## config.mk

```make
export PLATFORM = sky130hd
export DESIGN_NAME = conv_mac_scheduler_flat
export DESIGN_NICKNAME = d
export VERILOG_FILES = /design/src/rtl/conv_mac_scheduler_pkg.sv /design/src/rtl/conv_mac_scheduler_if.sv /design/src/rtl/conv_mac_scheduler_window_addr_gen.sv /design/src/rtl/conv_mac_scheduler.sv /design/src/flat_wrapper.sv
export SDC_FILE = /design/constraint.sdc
export NUM_CORES = 1
export LEC_CHECK = 0
export ABC_AREA = 1
export CORE_MARGIN = 1
export CORE_UTILIZATION = 60
export CTS_CLUSTER_SIZE = 20
export DETAILED_ROUTE_END_ITERATION = 7
export DONT_BUFFER_PORTS = 1
export GPL_TIMING_DRIVEN = 0
export PLACE_DENSITY = 0.76
export SYNTH_ARGS = -nofsm -noshare
export SYNTH_HDL_FRONTEND = slang
export SYNTH_SLANG_ARGS = --single-unit
```

## constraint.sdc

```tcl
create_clock -name i_clk -period 3.1 [get_ports i_clk]
set_input_delay 0.465 -clock i_clk [delete_from_list [all_inputs] [get_ports i_clk]]
set_output_delay 0.465 -clock i_clk [all_outputs]
set_load 0.01 [all_outputs]
```

## src/rtl/conv_mac_scheduler_pkg.sv

```systemverilog
// Shared types and sizing helpers for the convolution MAC scheduler.
// No logic; the state enum and width math are common to the top, its interface and its sub-module.
package conv_mac_scheduler_pkg;

  typedef enum logic [1:0] {
    IDLE  = 2'd0,
    ISSUE = 2'd1,
    DRAIN = 2'd2,
    OUT   = 2'd3
  } state_e;

  function automatic int clog2_f(input int n);
    int r;
    r = 0;
    for (int i = 0; i < 31; i++) begin
      if ((1 << i) < n) r = i + 1;
    end
    return r;
  endfunction

  // Worst-case window sum KK*(2^BW-1)^2 always fits in this width.
  function automatic int acc_width(input int bw, input int k);
    return 2 * bw + clog2_f(k * k);
  endfunction

  localparam int BIT_WIDTH_DEF   = 8;
  localparam int KERNEL_SIZE_DEF = 3;
  localparam int KK_DEF          = KERNEL_SIZE_DEF * KERNEL_SIZE_DEF;
  localparam int ACC_WIDTH_DEF   = 2 * BIT_WIDTH_DEF + clog2_f(KK_DEF);

endpackage

```

## src/rtl/conv_mac_scheduler_if.sv

```systemverilog
// Scheduler-facing bundle: start/base, buffer reads, multiplier operands/product, and the sum handshake.
// master = scheduler side, slave = the surrounding buffers, multiplier and consumer.
interface conv_mac_scheduler_if import conv_mac_scheduler_pkg::*; #(
  parameter int BIT_WIDTH  = BIT_WIDTH_DEF,
  parameter int ADDR_WIDTH = 10,
  parameter int ACC_WIDTH  = ACC_WIDTH_DEF
) ();

  logic                   i_start;
  logic [ADDR_WIDTH-1:0]  i_f_base;
  logic                   o_busy;
  logic                   o_rd_en;
  logic [ADDR_WIDTH-1:0]  o_w_addr;
  logic [ADDR_WIDTH-1:0]  o_f_addr;
  logic [BIT_WIDTH-1:0]   i_pix_weight;
  logic [BIT_WIDTH-1:0]   i_pix_feature;
  logic                   o_mul_en;
  logic [BIT_WIDTH-1:0]   o_mul_a;
  logic [BIT_WIDTH-1:0]   o_mul_b;
  logic [2*BIT_WIDTH-1:0] i_mul_p;
  logic [ACC_WIDTH-1:0]   o_sum;
  logic                   o_sum_valid;
  logic                   i_sum_ready;
  logic                   o_done;

  modport master (
    input  i_start, i_f_base, i_pix_weight, i_pix_feature, i_mul_p, i_sum_ready,
    output o_busy, o_rd_en, o_w_addr, o_f_addr, o_mul_en, o_mul_a, o_mul_b,
           o_sum, o_sum_valid, o_done
  );

  modport slave (
    output i_start, i_f_base, i_pix_weight, i_pix_feature, i_mul_p, i_sum_ready,
    input  o_busy, o_rd_en, o_w_addr, o_f_addr, o_mul_en, o_mul_a, o_mul_b,
           o_sum, o_sum_valid, o_done
  );

endinterface

```

## src/rtl/conv_mac_scheduler_window_addr_gen.sv

```systemverilog
// Raster-order tap walker: weight address = tap, feature address = base + row offset + column.
// Addresses are registered and valid the cycle after load/step; the row offset is a running sum, not a multiply.
module window_addr_gen import conv_mac_scheduler_pkg::*; #(
  parameter int KERNEL_SIZE = KERNEL_SIZE_DEF,
  parameter int IMG_WIDTH   = 28,
  parameter int ADDR_WIDTH  = 10
) (
  input  logic                  i_clk,
  input  logic                  i_rst_n,
  input  logic                  i_load,
  input  logic [ADDR_WIDTH-1:0] i_base,
  input  logic                  i_step,
  output logic [ADDR_WIDTH-1:0] o_w_addr,
  output logic [ADDR_WIDTH-1:0] o_f_addr,
  output logic                  o_last
);

  localparam int KK = KERNEL_SIZE * KERNEL_SIZE;

  logic [ADDR_WIDTH-1:0] tap_q, tap_d;
  logic [ADDR_WIDTH-1:0] c_q, c_d;
  logic [ADDR_WIDTH-1:0] row_q, row_d;
  logic [ADDR_WIDTH-1:0] base_q, base_d;

  assign o_last   = (tap_q == ADDR_WIDTH'(KK - 1));
  assign o_w_addr = tap_q;
  assign o_f_addr = base_q + row_q + c_q;

  always_comb begin
    tap_d  = tap_q;
    c_d    = c_q;
    row_d  = row_q;
    base_d = base_q;
    if (i_load) begin
      tap_d  = '0;
      c_d    = '0;
      row_d  = '0;
      base_d = i_base;
    end else if (i_step && !o_last) begin
      tap_d = tap_q + 1'b1;
      if (c_q == ADDR_WIDTH'(KERNEL_SIZE - 1)) begin
        c_d   = '0;
        row_d = row_q + ADDR_WIDTH'(IMG_WIDTH);
      end else begin
        c_d = c_q + 1'b1;
      end
    end
  end

  always_ff @(posedge i_clk or negedge i_rst_n) begin
    if (!i_rst_n) begin
      tap_q  <= '0;
      c_q    <= '0;
      row_q  <= '0;
      base_q <= '0;
    end else begin
      tap_q  <= tap_d;
      c_q    <= c_d;
      row_q  <= row_d;
      base_q <= base_d;
    end
  end

endmodule

```

## src/rtl/conv_mac_scheduler.sv

```systemverilog
// Runs one KxK window through the shared multiplier and accumulates the products into a window sum.
// Sum valid KK+2+MUL_LATENCY cycles after start; held stable under i_sum_ready=0, o_done pulses after the handshake.
module conv_mac_scheduler import conv_mac_scheduler_pkg::*; #(
  parameter int BIT_WIDTH   = BIT_WIDTH_DEF,
  parameter int KERNEL_SIZE = KERNEL_SIZE_DEF,
  parameter int IMG_WIDTH   = 28,
  parameter int ADDR_WIDTH  = 10,
  parameter int MUL_LATENCY = 2
) (
  input  logic                 i_clk,
  input  logic                 i_rst_n,
  conv_mac_scheduler_if.master bus
);

  localparam int ACC_W = acc_width(BIT_WIDTH, KERNEL_SIZE);
  // Every product stage except the one being accumulated this edge.
  localparam logic [MUL_LATENCY-1:0] PEND_MASK = {MUL_LATENCY{1'b1}} >> 1;

  state_e                 state_q, state_d;
  logic                   rd_vld_q, rd_vld_d;
  logic [MUL_LATENCY-1:0] vld_sr_q, vld_sr_d;
  logic [ACC_W-1:0]       acc_q, acc_d;
  logic                   done_q, done_d;

  logic issue, load, last_tap, pending, handshake;

  window_addr_gen #(
    .KERNEL_SIZE (KERNEL_SIZE),
    .IMG_WIDTH   (IMG_WIDTH),
    .ADDR_WIDTH  (ADDR_WIDTH)
  ) u_addr_gen (
    .i_clk    (i_clk),
    .i_rst_n  (i_rst_n),
    .i_load   (load),
    .i_base   (bus.i_f_base),
    .i_step   (issue),
    .o_w_addr (bus.o_w_addr),
    .o_f_addr (bus.o_f_addr),
    .o_last   (last_tap)
  );

  assign issue   = (state_q == ISSUE);
  assign pending = rd_vld_q | (|(vld_sr_q & PEND_MASK));

  always_comb begin
    state_d   = state_q;
    load      = 1'b0;
    handshake = 1'b0;
    case (state_q)
      IDLE: begin
        if (bus.i_start) begin
          state_d = ISSUE;
          load    = 1'b1;
        end
      end
      ISSUE: if (last_tap) state_d = DRAIN;
      DRAIN: if (!pending) state_d = OUT;
      OUT: begin
        if (bus.i_sum_ready) begin
          handshake = 1'b1;
          state_d   = IDLE;
        end
      end
      default: state_d = IDLE;
    endcase
  end

  always_comb begin
    rd_vld_d = issue;
    vld_sr_d = (vld_sr_q << 1) | MUL_LATENCY'(rd_vld_q);
    done_d   = handshake;
    acc_d    = acc_q;
    if (load) begin
      acc_d = '0;
    end else if (vld_sr_q[MUL_LATENCY-1]) begin
      acc_d = acc_q + ACC_W'(bus.i_mul_p);
    end
  end

  always_ff @(posedge i_clk or negedge i_rst_n) begin
    if (!i_rst_n) begin
      state_q  <= IDLE;
      rd_vld_q <= 1'b0;
      vld_sr_q <= '0;
      acc_q    <= '0;
      done_q   <= 1'b0;
    end else begin
      state_q  <= state_d;
      rd_vld_q <= rd_vld_d;
      vld_sr_q <= vld_sr_d;
      acc_q    <= acc_d;
      done_q   <= done_d;
    end
  end

  assign bus.o_busy      = (state_q != IDLE) | done_q;
  assign bus.o_rd_en     = issue;
  assign bus.o_mul_en    = rd_vld_q;
  assign bus.o_mul_a     = bus.i_pix_weight;
  assign bus.o_mul_b     = bus.i_pix_feature;
  assign bus.o_sum       = acc_q;
  assign bus.o_sum_valid = (state_q == OUT);
  assign bus.o_done      = done_q;

endmodule

```

## src/flat_wrapper.sv

```systemverilog
// flat-port wrapper written by rule: the top's interface ports become plain ports
module conv_mac_scheduler_flat import conv_mac_scheduler_pkg::*;
#(
  parameter int BIT_WIDTH   = BIT_WIDTH_DEF,
  parameter int KERNEL_SIZE = KERNEL_SIZE_DEF,
  parameter int IMG_WIDTH   = 28,
  parameter int ADDR_WIDTH  = 10,
  parameter int MUL_LATENCY = 2
)
  (i_clk, i_rst_n, bus_i_start, bus_i_f_base, bus_i_pix_weight, bus_i_pix_feature, bus_i_mul_p, bus_i_sum_ready, bus_o_busy, bus_o_rd_en, bus_o_w_addr, bus_o_f_addr, bus_o_mul_en, bus_o_mul_a, bus_o_mul_b, bus_o_sum, bus_o_sum_valid, bus_o_done);
  conv_mac_scheduler_if #(.BIT_WIDTH(BIT_WIDTH), .ADDR_WIDTH(ADDR_WIDTH), .ACC_WIDTH((20))) bus_i ();
  input  logic i_clk;
  input  logic i_rst_n;
  input wire logic [$bits(bus_i.i_start)-1:0] bus_i_start;
  input wire logic [$bits(bus_i.i_f_base)-1:0] bus_i_f_base;
  input wire logic [$bits(bus_i.i_pix_weight)-1:0] bus_i_pix_weight;
  input wire logic [$bits(bus_i.i_pix_feature)-1:0] bus_i_pix_feature;
  input wire logic [$bits(bus_i.i_mul_p)-1:0] bus_i_mul_p;
  input wire logic [$bits(bus_i.i_sum_ready)-1:0] bus_i_sum_ready;
  output wire logic [$bits(bus_i.o_busy)-1:0] bus_o_busy;
  output wire logic [$bits(bus_i.o_rd_en)-1:0] bus_o_rd_en;
  output wire logic [$bits(bus_i.o_w_addr)-1:0] bus_o_w_addr;
  output wire logic [$bits(bus_i.o_f_addr)-1:0] bus_o_f_addr;
  output wire logic [$bits(bus_i.o_mul_en)-1:0] bus_o_mul_en;
  output wire logic [$bits(bus_i.o_mul_a)-1:0] bus_o_mul_a;
  output wire logic [$bits(bus_i.o_mul_b)-1:0] bus_o_mul_b;
  output wire logic [$bits(bus_i.o_sum)-1:0] bus_o_sum;
  output wire logic [$bits(bus_i.o_sum_valid)-1:0] bus_o_sum_valid;
  output wire logic [$bits(bus_i.o_done)-1:0] bus_o_done;
  assign bus_i.i_start = bus_i_start;
  assign bus_i.i_f_base = bus_i_f_base;
  assign bus_i.i_pix_weight = bus_i_pix_weight;
  assign bus_i.i_pix_feature = bus_i_pix_feature;
  assign bus_i.i_mul_p = bus_i_mul_p;
  assign bus_i.i_sum_ready = bus_i_sum_ready;
  assign bus_o_busy = bus_i.o_busy;
  assign bus_o_rd_en = bus_i.o_rd_en;
  assign bus_o_w_addr = bus_i.o_w_addr;
  assign bus_o_f_addr = bus_i.o_f_addr;
  assign bus_o_mul_en = bus_i.o_mul_en;
  assign bus_o_mul_a = bus_i.o_mul_a;
  assign bus_o_mul_b = bus_i.o_mul_b;
  assign bus_o_sum = bus_i.o_sum;
  assign bus_o_sum_valid = bus_i.o_sum_valid;
  assign bus_o_done = bus_i.o_done;
  conv_mac_scheduler #(.BIT_WIDTH(BIT_WIDTH), .KERNEL_SIZE(KERNEL_SIZE), .IMG_WIDTH(IMG_WIDTH), .ADDR_WIDTH(ADDR_WIDTH), .MUL_LATENCY(MUL_LATENCY)) u_core (.i_clk(i_clk), .i_rst_n(i_rst_n), .bus(bus_i));
endmodule
```

==> results by group <==
Power and ir drop
  – Clock share of power: 13.3%
  – Power density cells: 1020 nW/µm²
  – Lkg Pwr: 2.70 nW
  – Sw Share: 50.6%
  – Psw: 2.61 mW
  – Pint: 2.54 mW
  – Worst IR Drop VDD: 0.000737 V
  – Logic pwr share: 55.8%
  – Sequential cell fraction of total power: 30.9%

CTS
  – Post-CTS Setup Inserts: 0
  – Clock Pin Slew Worst Setup and Hold Paths: 70 ps
  – CTS sink count: 64
  – Clock Path Buffers: 2
  – Clock latency at the later pin of the worst-skew pair: 350 ps
  – CTS tree: yes
  – Num CTS Buffers: 9
  – H-tree Lvls: 3
  – Root buffer cell: clkbuf_8

Worst hold path
  – Hold Crit Class: in -> reg

Setup path
  – Cell mode on critical path: nand3_1
  – Top delay family on crit path: adder cells
  – Crit path kind: reg -> out
  – Startpoint Class: flip-flop
  – CP required: 2630 ps
  – Element type at the critical path end: output port
  – Max incr delay on CP: 520 ps
  – Crit Path Max Fanout: 7
  – Cell Chain, Critical Path: fa_2, fa_1, nand3_1, nand2_1, nand3_1, o211ai_1, xor2_1
  – Worst endpoint data arrival time: 2480 ps
  – Crit path buf inv count: 0
  – Slowest CP cell: fa_2

Detailed routing
  – Final ANT Viol Nets: 0
  – Via/cell ratio: 5.60
  – DRC Markers: 0
  – TritonRoute pass-1 iters: 5
  – Final WL: 10.9 mm
  – Wire length per cell: 14.5 µm
  – Vias post-DR: 4182
  – Detailed router's first-iteration violation count: 246

Final layout
  – Design Area, Final: 5040 µm²
  – Layout Utilization: 68.0%
  – Area Growth Syn to Fin: 7.44%
  – Layout Cells excl Fill: 747
  – N_diodes: 0
  – Share of layout cells above drive strength 1: 10.5%
  – Number of nets in the layout: 734

Synth
  – Primary FF master, synth: dfrtp_1
  – Synth Cell Area: 4690 µm²
  – Post-synth net total: 721
  – Post-synthesis async set-or-reset flop share: 100%
  – Top cell type's share of synthesized area: 34.1%
  – Synth area leaders: dfrtp_1, nand2_1, ha_1, inv_1, nand3_1
  – Post-synthesis register bit count: 64
  – Number of synthesized flops with an enable pin: 0
  – Yosys cell types: 44
  – Synth warn: 0
  – Post-synth top cells: nand2_1, dfrtp_1, inv_1
  – Seq/Total Area, Yosys: 34.1%
  – Instance count of the mapped netlist: 630
  – Dominant cell type by area after synthesis: dfrtp_1
  – Most common cell in the netlist: nand2_1
  – Post-Syn Area per Cell: 7.45 µm²

Timing
  – Post-route clock period utilization: 94.9%
  – Slew Limit Fails: 0
  – RSZ-0062 raised after global routing: no
  – Setup TNS Final: 0 ps
  – Min Tclk post-route: 2940 ps
  – Slew @ Worst Pin: 492 ps
  – F_max: 0.340 GHz
  – Setup Skew: 11.1 ps
  – Worst slew margin: 67.2%
  – Hold Fails Final Rpt: 0
  – Final setup vio count: 0

Placed design
  – GP Congestion: 0.903
  – Placed inst area: 4810 µm²
  – Post-Place Cells: 729
  – IO Port Bufs: 0
  – Detailed placement HPWL: 8.22 mm

Floorplan
  – I/O pin cnt: 107
  – Die area: 8180 µm²
  – CORE AREA: 7410 µm²
  – Starting Density: 63.3%
  – Die X: 90.4 µm
  – Number of placement rows: 31
  – Die height: 90.4 µm

Global routing
  – Initial antenna violation count: 0
  – GRT Overall Usage: 28.6%
  – Vias in the first global route: 4166
  – Largest net degree at the start of global routing: 65
  – First-pass GRT wire length: 18.7 mm
  – Gr ovfl total: 0

Status
  – Status: finished, final reports clean

Flow run
  – Max-cap violation count: 0
## path summary, 6_finish.rpt
check / from / to / slack (ps) / depth (start not counted)
setup / recovery: u_core.u_addr_gen.c_q[2]$_DFFE_PN0P_ / bus_o_f_addr[9] / 160 / 7
hold / removal: bus_i_sum_ready / u_core.bus.o_done$_DFF_PN0_ / 220 / 2
setup reg to reg: u_core.bus.o_sum[0]$_DFFE_PN0P_ / u_core.bus.o_sum[14]$_DFFE_PN0P_ / 990 / 13
hold reg to reg: u_core.vld_sr_q[0]$_DFF_PN0_ / u_core.vld_sr_q[1]$_DFF_PN0_ / 380 / 0
max in group asynchronous: i_rst_n / u_core.u_addr_gen.c_q[2]$_DFFE_PN0P_ / 2150 / 2
min in group asynchronous: i_rst_n / u_core.bus.o_sum[7]$_DFFE_PN0P_ / 650 / 2
## registers in the layout, summed over array words and instances (netlist names)
name,count
u_core.bus.o_sum,20
u_core.u_addr_gen.base_q,10
u_core.u_addr_gen.c_q,10
u_core.u_addr_gen.o_w_addr,10
u_core.u_addr_gen.row_q,8
u_core.state_q,2
u_core.vld_sr_q,2
u_core.bus.o_done,1
u_core.bus.o_mul_en,1
## power groups by stage
stage | clock network [mW] | logic (mW) | registers (mW)
2_1_floorplan | 0 | 2.30 | 1.50
3_3_place_gp | 0 | 2.75 | 1.59
3_5_place_dp | 0 | 2.83 | 1.60
4_1_cts | 0.694 | 2.87 | 1.59
5_1_grt | 0.728 | 3.29 | 1.65
6_report | 0.686 | 2.87 | 1.59
## stage by stage
step	worst slack, ps	hold slack, ps	power, mW
6_report	157	222	5.15
5_1_grt	42.3	234	5.67
4_1_cts	97.8	215	5.15
3_5_place_dp	474	171	4.43
3_3_place_gp	505	171	4.34
2_1_floorplan	647	169	3.80
## area by class of cell
type	instances	area [µm²]
multi-input cells	478	2680
clock buffers	13	169
plain buffers	24	166
flip-flops and latches	64	1600
repair buffers	2	37.5
inverters	64	241
fillers	621	2370
clock inverters	3	15.0
well taps	99	124
## placed cells by master (no fill, tap or decap), types with 2 or more instances in the layout
master    synthesis  layout
clkbuf_1          1       2
xnor2_1           6       6
nor3_1            8       8
clkbuf_8          0      12
o21ai_0          24      24
nand2_4           3       3
nand3b_1          3       3
nor2_2            4       4
o31ai_1           4       4
inv_2             6       6
ha_1             36      36
nand3_1          41      41
xor2_1           13      13
nand2_1         201     201
buf_4            17      17
buf_2             4       4
inv_1            57      57
clkinv_2          1       4
nand2_2           2       2
and2_1            3       3
nor2_1           50      50
o21ai_2           4       4
dfrtp_1          64      63
or2_2             4       4
nand4_1           7       7
fa_1              9       8
o21ai_1           3       3
a21oi_1          38      38
## cells by family (layout without fill, tap and decap cells)
group	Yosys count	after routing	share of synthesized area (%)
simple gates	332	332	30.3
buf+inv	88	106	8.70
compound gates	82	82	9.87
flops	64	64	34.1
fa+ha+maj	45	45	13.4
xor+xnor	19	19	3.55
## timing repair
action	in CTS	in global routing
hold buffers	2	0
resized for setup	0	2
endpoints found under the hold margin	64	0
endpoints found under the setup margin	0	1
## routing by layer
metal	vias up	GRT usage (%)	part of all wire, %
met5	-	0	0
met4	0	12.0	2.3
met3	22	4.71	6.9
met2	177	49.0	48
met1	1933	35.8	42
li1	2050	-	-
No activity file was read; power rests on OpenSTA's default activity.
